==> src/rtl/can_rx_frame_buffer_pkg.sv <==
//------------------------------------------------------------------------------
// Module   : can_rx_frame_buffer_pkg
// Brief    : Shared constants and frame entry layout for the CAN RX frame buffer.
// Revision : 1.0 - initial release
//------------------------------------------------------------------------------
`default_nettype none

package can_rx_frame_buffer_pkg;

  localparam int CAN_MAX_BYTES = 8;
  localparam int CAN_ID_W      = 29;
  localparam int CAN_LEN_W     = 4;
  localparam int CAN_DATA_W    = 8 * CAN_MAX_BYTES;
  localparam int FRAME_W       = 1 + CAN_ID_W + CAN_LEN_W + CAN_DATA_W;

  localparam int DATA_LSB = 0;
  localparam int LEN_LSB  = DATA_LSB + CAN_DATA_W;
  localparam int ID_LSB   = LEN_LSB + CAN_LEN_W;
  localparam int IDE_LSB  = ID_LSB + CAN_ID_W;

  // Member order matches the offsets above: ide is the MSB, data the LSBs.
  typedef struct packed {
    logic                  ide;
    logic [CAN_ID_W-1:0]   id;
    logic [CAN_LEN_W-1:0]  len;
    logic [CAN_DATA_W-1:0] data;
  } frame_t;

endpackage

`default_nettype wire

==> src/rtl/can_frame_fifo.sv <==
//------------------------------------------------------------------------------
// Module   : can_frame_fifo
// Brief    : Show-ahead synchronous FIFO with occupancy count; accepts a push
//            into a full FIFO when a pop happens on the same edge.
// Revision : 1.0 - initial release
//------------------------------------------------------------------------------
`default_nettype none

module can_frame_fifo #(
  parameter int WIDTH      = 98,
  parameter int DEPTH_LOG2 = 2
) (
  input  logic                  clk,
  input  logic                  rstn,
  input  logic                  push_i,
  input  logic [WIDTH-1:0]      data_i,
  input  logic                  pop_i,
  output logic                  push_ok_o,
  output logic                  empty_o,
  output logic [DEPTH_LOG2:0]   count_o,
  output logic [WIDTH-1:0]      head_o
);

  localparam int                DEPTH   = 1 << DEPTH_LOG2;
  localparam logic [DEPTH_LOG2:0] DEPTH_C = (DEPTH_LOG2 + 1)'(DEPTH);

  logic [WIDTH-1:0]      mem_q [DEPTH];
  logic [DEPTH_LOG2-1:0] wr_ptr_q;
  logic [DEPTH_LOG2-1:0] rd_ptr_q;
  logic [DEPTH_LOG2:0]   count_q;
  logic                  full;
  logic                  do_pop;
  logic                  do_push;

  assign full      = (count_q == DEPTH_C);
  assign empty_o   = (count_q == '0);
  assign do_pop    = pop_i & ~empty_o;
  assign do_push   = push_i & (~full | do_pop);
  assign push_ok_o = do_push;
  assign count_o   = count_q;
  // Gate the head so an empty FIFO presents zeros instead of stale storage.
  assign head_o    = empty_o ? '0 : mem_q[rd_ptr_q];

  always_ff @(posedge clk) begin
    if (do_push) begin
      mem_q[wr_ptr_q] <= data_i;
    end
  end

  always_ff @(posedge clk or negedge rstn) begin
    if (!rstn) begin
      wr_ptr_q <= '0;
      rd_ptr_q <= '0;
      count_q  <= '0;
    end else begin
      if (do_push) begin
        wr_ptr_q <= wr_ptr_q + 1'b1;
      end
      if (do_pop) begin
        rd_ptr_q <= rd_ptr_q + 1'b1;
      end
      case ({do_push, do_pop})
        2'b10:   count_q <= count_q + 1'b1;
        2'b01:   count_q <= count_q - 1'b1;
        default: count_q <= count_q;
      endcase
    end
  end

endmodule

`default_nettype wire

==> src/rtl/can_rx_frame_buffer.sv <==
//------------------------------------------------------------------------------
// Module   : can_rx_frame_buffer
// Brief    : Assembles the CAN RX byte stream into frames, queues them and
//            hands them to the host over valid/ready; counts dropped frames.
// Revision : 1.0 - initial release
//------------------------------------------------------------------------------
`default_nettype none

module can_rx_frame_buffer
  import can_rx_frame_buffer_pkg::*;
#(
  parameter int DEPTH_LOG2 = 2
) (
  input  logic                  clk,
  input  logic                  rstn,
  input  logic                  rx_valid,
  input  logic                  rx_last,
  input  logic [7:0]            rx_data,
  input  logic [CAN_ID_W-1:0]   rx_id,
  input  logic                  rx_ide,
  output logic                  frm_valid,
  input  logic                  frm_ready,
  output logic [CAN_ID_W-1:0]   frm_id,
  output logic                  frm_ide,
  output logic [CAN_LEN_W-1:0]  frm_len,
  output logic [CAN_DATA_W-1:0] frm_data,
  output logic [DEPTH_LOG2:0]   frm_count,
  output logic [15:0]           drop_cnt
);

  logic [CAN_LEN_W-1:0]  asm_len_q,  asm_len_d;
  logic [CAN_DATA_W-1:0] asm_data_q, asm_data_d;
  logic                  pend_vld_q, pend_vld_d;
  frame_t                pend_q,     pend_d;
  logic [15:0]           drop_cnt_q, drop_cnt_d;

  logic [CAN_LEN_W-1:0]  lane_len;
  logic [CAN_DATA_W-1:0] lane_data;
  logic                  push_ok;
  logic                  fifo_empty;
  logic [FRAME_W-1:0]    fifo_head;
  frame_t                head;

  always_comb begin
    lane_len  = asm_len_q;
    lane_data = asm_data_q;
    if (asm_len_q < CAN_LEN_W'(CAN_MAX_BYTES)) begin
      lane_data[{asm_len_q[2:0], 3'b000} +: 8] = rx_data;
      lane_len = asm_len_q + 4'd1;
    end

    asm_len_d  = asm_len_q;
    asm_data_d = asm_data_q;
    pend_vld_d = 1'b0;
    pend_d     = pend_q;
    if (rx_valid) begin
      if (rx_last) begin
        asm_len_d   = '0;
        asm_data_d  = '0;
        pend_vld_d  = 1'b1;
        pend_d.ide  = rx_ide;
        pend_d.id   = rx_id;
        pend_d.len  = lane_len;
        pend_d.data = lane_data;
      end else begin
        asm_len_d  = lane_len;
        asm_data_d = lane_data;
      end
    end

    // A committed frame the FIFO cannot take is lost; count it, saturating.
    drop_cnt_d = drop_cnt_q;
    if (pend_vld_q && !push_ok && (drop_cnt_q != 16'hFFFF)) begin
      drop_cnt_d = drop_cnt_q + 16'd1;
    end
  end

  always_ff @(posedge clk or negedge rstn) begin
    if (!rstn) begin
      asm_len_q  <= '0;
      asm_data_q <= '0;
      pend_vld_q <= 1'b0;
      pend_q     <= '0;
      drop_cnt_q <= '0;
    end else begin
      asm_len_q  <= asm_len_d;
      asm_data_q <= asm_data_d;
      pend_vld_q <= pend_vld_d;
      pend_q     <= pend_d;
      drop_cnt_q <= drop_cnt_d;
    end
  end

  can_frame_fifo #(
    .WIDTH      (FRAME_W),
    .DEPTH_LOG2 (DEPTH_LOG2)
  ) u_fifo (
    .clk       (clk),
    .rstn      (rstn),
    .push_i    (pend_vld_q),
    .data_i    (pend_q),
    .pop_i     (frm_ready),
    .push_ok_o (push_ok),
    .empty_o   (fifo_empty),
    .count_o   (frm_count),
    .head_o    (fifo_head)
  );

  assign head      = fifo_head;
  assign frm_valid = ~fifo_empty;
  assign frm_id    = head.id;
  assign frm_ide   = head.ide;
  assign frm_len   = head.len;
  assign frm_data  = head.data;
  assign drop_cnt  = drop_cnt_q;

endmodule

`default_nettype wire
==> config.mk <==
export PLATFORM = sky130hd
export DESIGN_NAME = can_rx_frame_buffer
export DESIGN_NICKNAME = d
export VERILOG_FILES = /design/src/rtl/can_rx_frame_buffer_pkg.sv /design/src/rtl/can_frame_fifo.sv /design/src/rtl/can_rx_frame_buffer.sv
export SDC_FILE = /design/constraint.sdc
export NUM_CORES = 1
export LEC_CHECK = 0
export BUFFER_PORTS_ARGS = -buffer_cell sky130_fd_sc_hd__buf_2
export CORE_MARGIN = 1.5
export CORE_UTILIZATION = 65
export DETAILED_ROUTE_END_ITERATION = 10
export PLACE_DENSITY = 0.95
export SLEW_MARGIN = 20
export SYNTH_ARGS = -nofsm -noshare
export SYNTH_HDL_FRONTEND = slang
export SYNTH_SLANG_ARGS = --single-unit
==> constraint.sdc <==
create_clock -name clk -period 7.23 [get_ports clk]
set_clock_uncertainty 0.05 [all_clocks]
set_input_delay 1.446 -clock clk [delete_from_list [all_inputs] [get_ports clk]]
set_output_delay 1.446 -clock clk [all_outputs]
set_load 0.01 [all_outputs]
==> results.md, run 1 <==
* Slew @ Worst Pin at 1090 ps
* Largest net degree at the start of global routing at 103
* Die W at 193 µm
* Crit path kind: flip-flop to output pin
* Seq pwr share at 45.6%
* Final wirelength at 50700 µm
* Routed via count at 13400
* Synth unique cells at 51
* Layout cells sized above 1 at 22.8%
* CTS Hold Bufs at 0
* Root Driver: clkbuf_16
* CP required at 5730 ps
* Final Slew Violations at 0
* Power Density at 381 nW/µm²
* Rows at 69
* Vias in the first global route at 13700
* Post-synth EDFFs at 392
* Final number of hold-violating endpoints at 0
* Mapped Nets at 1518
* Max-cap violations at 0
* Synth cell count leaders: 392 x edfxtp_1, 190 x dfrtp_1, 184 x nand2_1
* DP HPWL at 28900 µm
* CTS tree: yes
* Synth Flop Type: edfxtp_1
* Final Cycle Share at 62.9%
* Fmax at 220 MHz
* Die Area at 37200 µm²
* Num CTS Buffers at 55
* CP Max Fanout at 55
* Nets at 1643
* Leak at 10.2 nW
* Area leader, netlist: edfxtp_1
* Initial antenna violation count at 2
* Setup TNS at 0 ps
* Clk Latency, worst-skew pair at 590 ps
* GPL Wtd Cong at 0.847
* Min Clock Period, post-route at 4550 ps
* Hold Path Class: flip-flop to flip-flop
* Comb pwr share at 26.4%
* Sink Count at 582
* Synthesized instance count at 1465
* Via-to-Cell Ratio at 6.39
* Initial DRT Pass Iterations at 8
* CP Capture Type: output pin
* Fin cells at 2099
* Most common cell in the netlist: edfxtp_1
* Post-CTS resize count at 0
* Startpoint Class: flip-flop
* Core box area at 35500 µm²
* Synthesis-to-layout area growth at 12.2%
* Psw at 3.01 mW
* H-tree depth at 2
* Worst EP arrival at 3050 ps
* Async SR Flop Fraction at 32.6%
* Slew headroom at 26.5%
* Top cells by area, synth: edfxtp_1 50%, dfrtp_1 20%, mux4_2 9.4%, nand2_1 2.9%, and2_1 2.9%
* Number of post-CTS setup repair buffers at 0
* Mapped Avg Cell Area at 16.0 µm²
* First-pass GRT wire length at 78200 µm
* YS warnings at 0
* Residual DRC count at 0
* Peak supply drop at 0.000309 V
* Grt ovf at 0
* Placed Cells at 1994
* Average wire per standard cell at 24.2 µm
* Drt initial violations at 1388
* Reg clk slew, reported paths at 60 ps
* Outcome: finished, final reports clean
* Switching Share at 30.1%
* Area share of the largest cell type after synthesis at 50.3%
* RSZ-0062 raised after global routing: no
* # IOs at 161
* Overall global routing resource usage at 28.1%
* IO Port Bufs at 160
* Antenna-violating nets left at 0
* Die span in y at 193 µm
* Count of final setup violators at 0
* Post-Syn Area at 23400 µm²
* Seq/Total Area, Yosys at 70.6%
* FF+latch count, synth at 582
* Clock network fraction of design power at 28.0%
* Initial Utilization at 66.0%
* Internal power at 6.99 mW
* CTS max path bufs at 3
==> final timing paths <==
path / cells past startpoint / slack (ps) / start / endpoint
min in group asynchronous: 1 / 850 / rstn / pend_q[89]
max: 4 / 2680 / u_fifo.rd_ptr_q[1] / frm_data[7]
max in group asynchronous: 2 / 5020 / rstn / pend_q[16]
min: 0 / 460 / pend_q[1] / u_fifo.mem_q[0][1]
max reg2reg: 7 / 3510 / asm_len_q[0] / pend_q[55]
min reg2reg: 0 / 460 / pend_q[1] / u_fifo.mem_q[0][1]
==> power groups by stage <==
stage                     logic, mW  registers [mW]  clock network (mW)
final                          2.64            4.57                2.80
after global routing           2.88            4.63                2.95
after CTS                      2.68            4.57                2.82
after detailed placement       2.64            4.62                   0
after global placement         2.57            4.56                   0
after floorplan                1.88            4.40                   0
==> layout make-up <==
class                      instances  area (µm²)
antenna                            1        2.50
inverter                          13        48.8
fill                            1956        9200
sequential                       582       16500
clock buffer                      80        1580
clock inverter                    24         188
multi-input combinational        766        6440
timing repair buffer             172         912
tap                              461         577
==> critical path, stage by stage (launching register included) <==
cell and delay (ps):
dfrtp_4 870, buf_4 780, mux4_2 440, and2_1 200
buf_2 140
==> metrics by stage <==
step | total power [mW] | utilization, % | hold WS [ps] | cell area [µm²] | setup WS [ps]
CTS | 10.1 | 74.1 | 459 | 26300 | 2600
floorplan | 6.28 | - | 423 | 23400 | 2500
global route | 10.5 | 74.1 | 477 | 26300 | 2510
finish | 10.0 | 74.1 | 455 | 26300 | 2680
detailed placement | 7.26 | 69.1 | 436 | 24500 | 3250
global placement | 7.13 | 69.0 | 429 | 24500 | 3280
==> cell usage in the layout, fill, tap and decap left out, drive strengths merged, types with 4 or more instances in the layout <==
cell type	instances
nand4	8
nand2	184
a22oi	40
o21ai	69
a31oi	10
mux4	98
xnor2	5
clkinv	16
nor2	18
nor4b	4
nor3	6
nor2b	4
a22o	19
dfrtp	190
mux2i	56
inv	18
a2bb2oi	8
nor4	9
o2bb2ai	48
clkbuf	81
nand3	11
and2	111
or2	4
xor2	15
ha	9
buf	171
a21oi	5
edfxtp	392
==> routing by layer <==
metal / share of wire (%) / GRT usage (%) / up-vias
li1: - / - / 5783
met1: 39 / 37.9 / 6920
met2: 51 / 47.4 / 584
met3: 6.9 / 4.16 / 116
met4: 3.1 / 9.75 / 2
met5: 0.020 / 0 / -
==> logic make-up after synthesis <==
family,share of synthesized area (%)
AO/OA/AOI/OAI,6.10
adder cells (fa/ha/maj),0.566
XOR/XNOR,0.748
flip-flops,70.6
AND/OR/NAND/NOR,8.08
buffers and inverters,2.06
multiplexers,11.9
==> registers in the layout, indices dropped and copies added, names as in the netlist <==
register / count
asm_data_q: 64
asm_len_q: 4
u_fifo.rd_ptr_q: 2
u_fifo.count_o: 3
u_fifo.mem_q: 392
pend_q: 98
drop_cnt: 16
pend_vld_q: 1
u_fifo.wr_ptr_q: 2
Power figures use the tool's default switching activity.
==> inputs of run 2 (changes only) <==
- CORE_UTILIZATION: 65 -> 60
- PLACE_DENSITY: 0.95 -> 0.89
- clock period: 7.23 -> 4.47 ns (I/O delays scaled with it)
==> run 2 against run 1 <==
- worst hold slack lost 130 ps
- critical path depth is the same
- register-to-register slack lost 2700 ps
- critical path type unchanged
- critical endpoint is now frm_id[1]
- largest cell class unchanged
- largest power group unchanged
- highest routed layer unchanged
==> results.md, run 2 (synthesized netlist as in run 1, its figures left out) <==
* Setup TNS at 0 ps
* Final Cycle Share at 84.6%
* Comb pwr share at 26.7%
* Outcome: finished, final reports clean
* Largest regs: u_fifo.mem_q x392, pend_q x98, asm_data_q x64
* Fmax at 264 MHz
* Die Area at 40200 µm²
* Leak at 10.3 nW
* Average wire per standard cell at 23.3 µm
* Synthesis-to-layout area growth at 13.6%
* Psw at 4.92 mW
* Met3 usage at 4.33%
* Via-to-Cell Ratio at 6.18
* Met2 Use GR at 42.6%
* Layout cells sized above 1 at 23.5%
* Count of final setup violators at 0
* CP required at 3530 ps
* Reg clk slew, reported paths at 70 ps
* Final wirelength at 50300 µm
* Overall global routing resource usage at 25.5%
* Final Slew Violations at 0
* Residual DRC count at 0
* CP Capture Type: output pin
* ANT cells at 0
* Worst EP arrival at 2840 ps
* Register-to-Register Path Depth at 7
* CTS Hold Bufs at 0
* Internal power at 11.6 mW
* Startpoint Class: flip-flop
* Die span in y at 201 µm
* First-pass GRT wire length at 78500 µm
* Num CTS Buffers at 54
* Commonest non-fill, non-tap cell in the layout: edfxtp_1
* Peak supply drop at 0.000466 V
* Core box area at 38600 µm²
* Root Driver: clkbuf_16
* Total power at 16.5 mW
* Grt ovf at 0
* Final number of hold-violating endpoints at 0
* Initial antenna violation count at 1
* Number of post-CTS setup repair buffers at 0
* H-tree depth at 2
* Layer with the highest usage: met2
* CTS tree: yes
* IO Port Bufs at 160
* Max reg flops at 392
* Reg2Reg Setup Slack at 840 ps
* Placed Cells at 2061
* CTS max path bufs at 3
* GPL Wtd Cong at 0.883
* DP HPWL at 29500 µm
* Nets at 1652
* Initial Utilization at 60.7%
* Sink Count at 582
* Slew headroom at 26.4%
* Vias in the first global route at 13600
* Max-cap violations at 0
* Clk Latency, worst-skew pair at 620 ps
* Fin cells at 2163
* Seq pwr share at 44.1%
* Initial DRT Pass Iterations at 5
* Die W at 201 µm
* Post-CTS resize count at 0
* Biggest register: u_fifo.mem_q
* Slew @ Worst Pin at 1100 ps
* Most frequent cells in the layout: 392 x edfxtp_1, 188 x dfrtp_1, 183 x nand2_1
* Met1 Usage GRT at 35.0%
* Largest net degree at the start of global routing at 115
* Power Density at 621 nW/µm²
* Layout Utilization at 69.0%
* Clock network fraction of design power at 29.2%
* Drt initial violations at 1327
* Rows at 72
* Switching Share at 29.8%
* RSZ-0062 raised after global routing: no
* # IOs at 161
* Hold Path Class: input pin to asynchronous set/reset pin
* CP Max Fanout at 65
* Antenna-violating nets left at 0
* Min Clock Period, post-route at 3780 ps
* Routed via count at 13400
* Crit path kind: flip-flop to output pin
run 2: changes by cell type in the layout (fill, tap and decap cells not counted), sizes merged:
| cell | delta |
|---|---|
| bufinv | +5 |
| diode | -1 |
| clkinv | +4 |
| buf | +10 |
| clkbuf | -7 |
| inv | -4 |
run 2: worst max-delay path, stage by stage (launching register included):
cell and delay [ps]:
dfrtp_1 460, or3_2 850, buf_4 420, and2_1 260, buf_2 140
run 2: layer usage:
layer  vias to the layer above  part of all wire [%]
li1                       5805                     -
met1                      6896                    40
met2                       563                    51
met3                        92                   7.0
met4                         2                   2.3
met5                         -                 0.024
run 2: area by class of cell:
type	count	area, µm²
sequential	582	16500
clock buffer	73	1530
clock inverter	29	358
multi-input combinational	766	6430
inverter	13	48.8
fill	2403	12000
tap	518	648
timing repair buffer	182	1050
run 2: per-stage QoR:
step	hold slack, ps	setup WS (ps)	area, µm²
final	330	686	26600
after global routing	397	509	26600
after CTS	363	656	26600
after detailed placement	434	928	24700
after global placement	428	1120	24700
after floorplan	423	290	23400
run 2: final timing paths:
path / end / startpoint
worst max-delay path: frm_id[1] / u_fifo.count_o[0]
worst min-delay path: drop_cnt[13] / rstn
worst max register to register: asm_data_q[51] / asm_len_q[0]
worst min register to register: asm_data_q[21] / asm_data_q[21]
max in group asynchronous: pend_q[81] / rstn
min in group clk: pend_q[90] / rx_id[22]
run 2: power groups by stage:
stage / registers [mW] / clock network [mW] / logic [mW]
5_1_grt: 7.36 / 5.10 / 4.77
3_5_place_dp: 7.36 / 0 / 4.42
3_3_place_gp: 7.27 / 0 / 4.33
2_1_floorplan: 7.12 / 0 / 3.04
4_1_cts: 7.28 / 4.89 / 4.47
6_report: 7.28 / 4.82 / 4.41
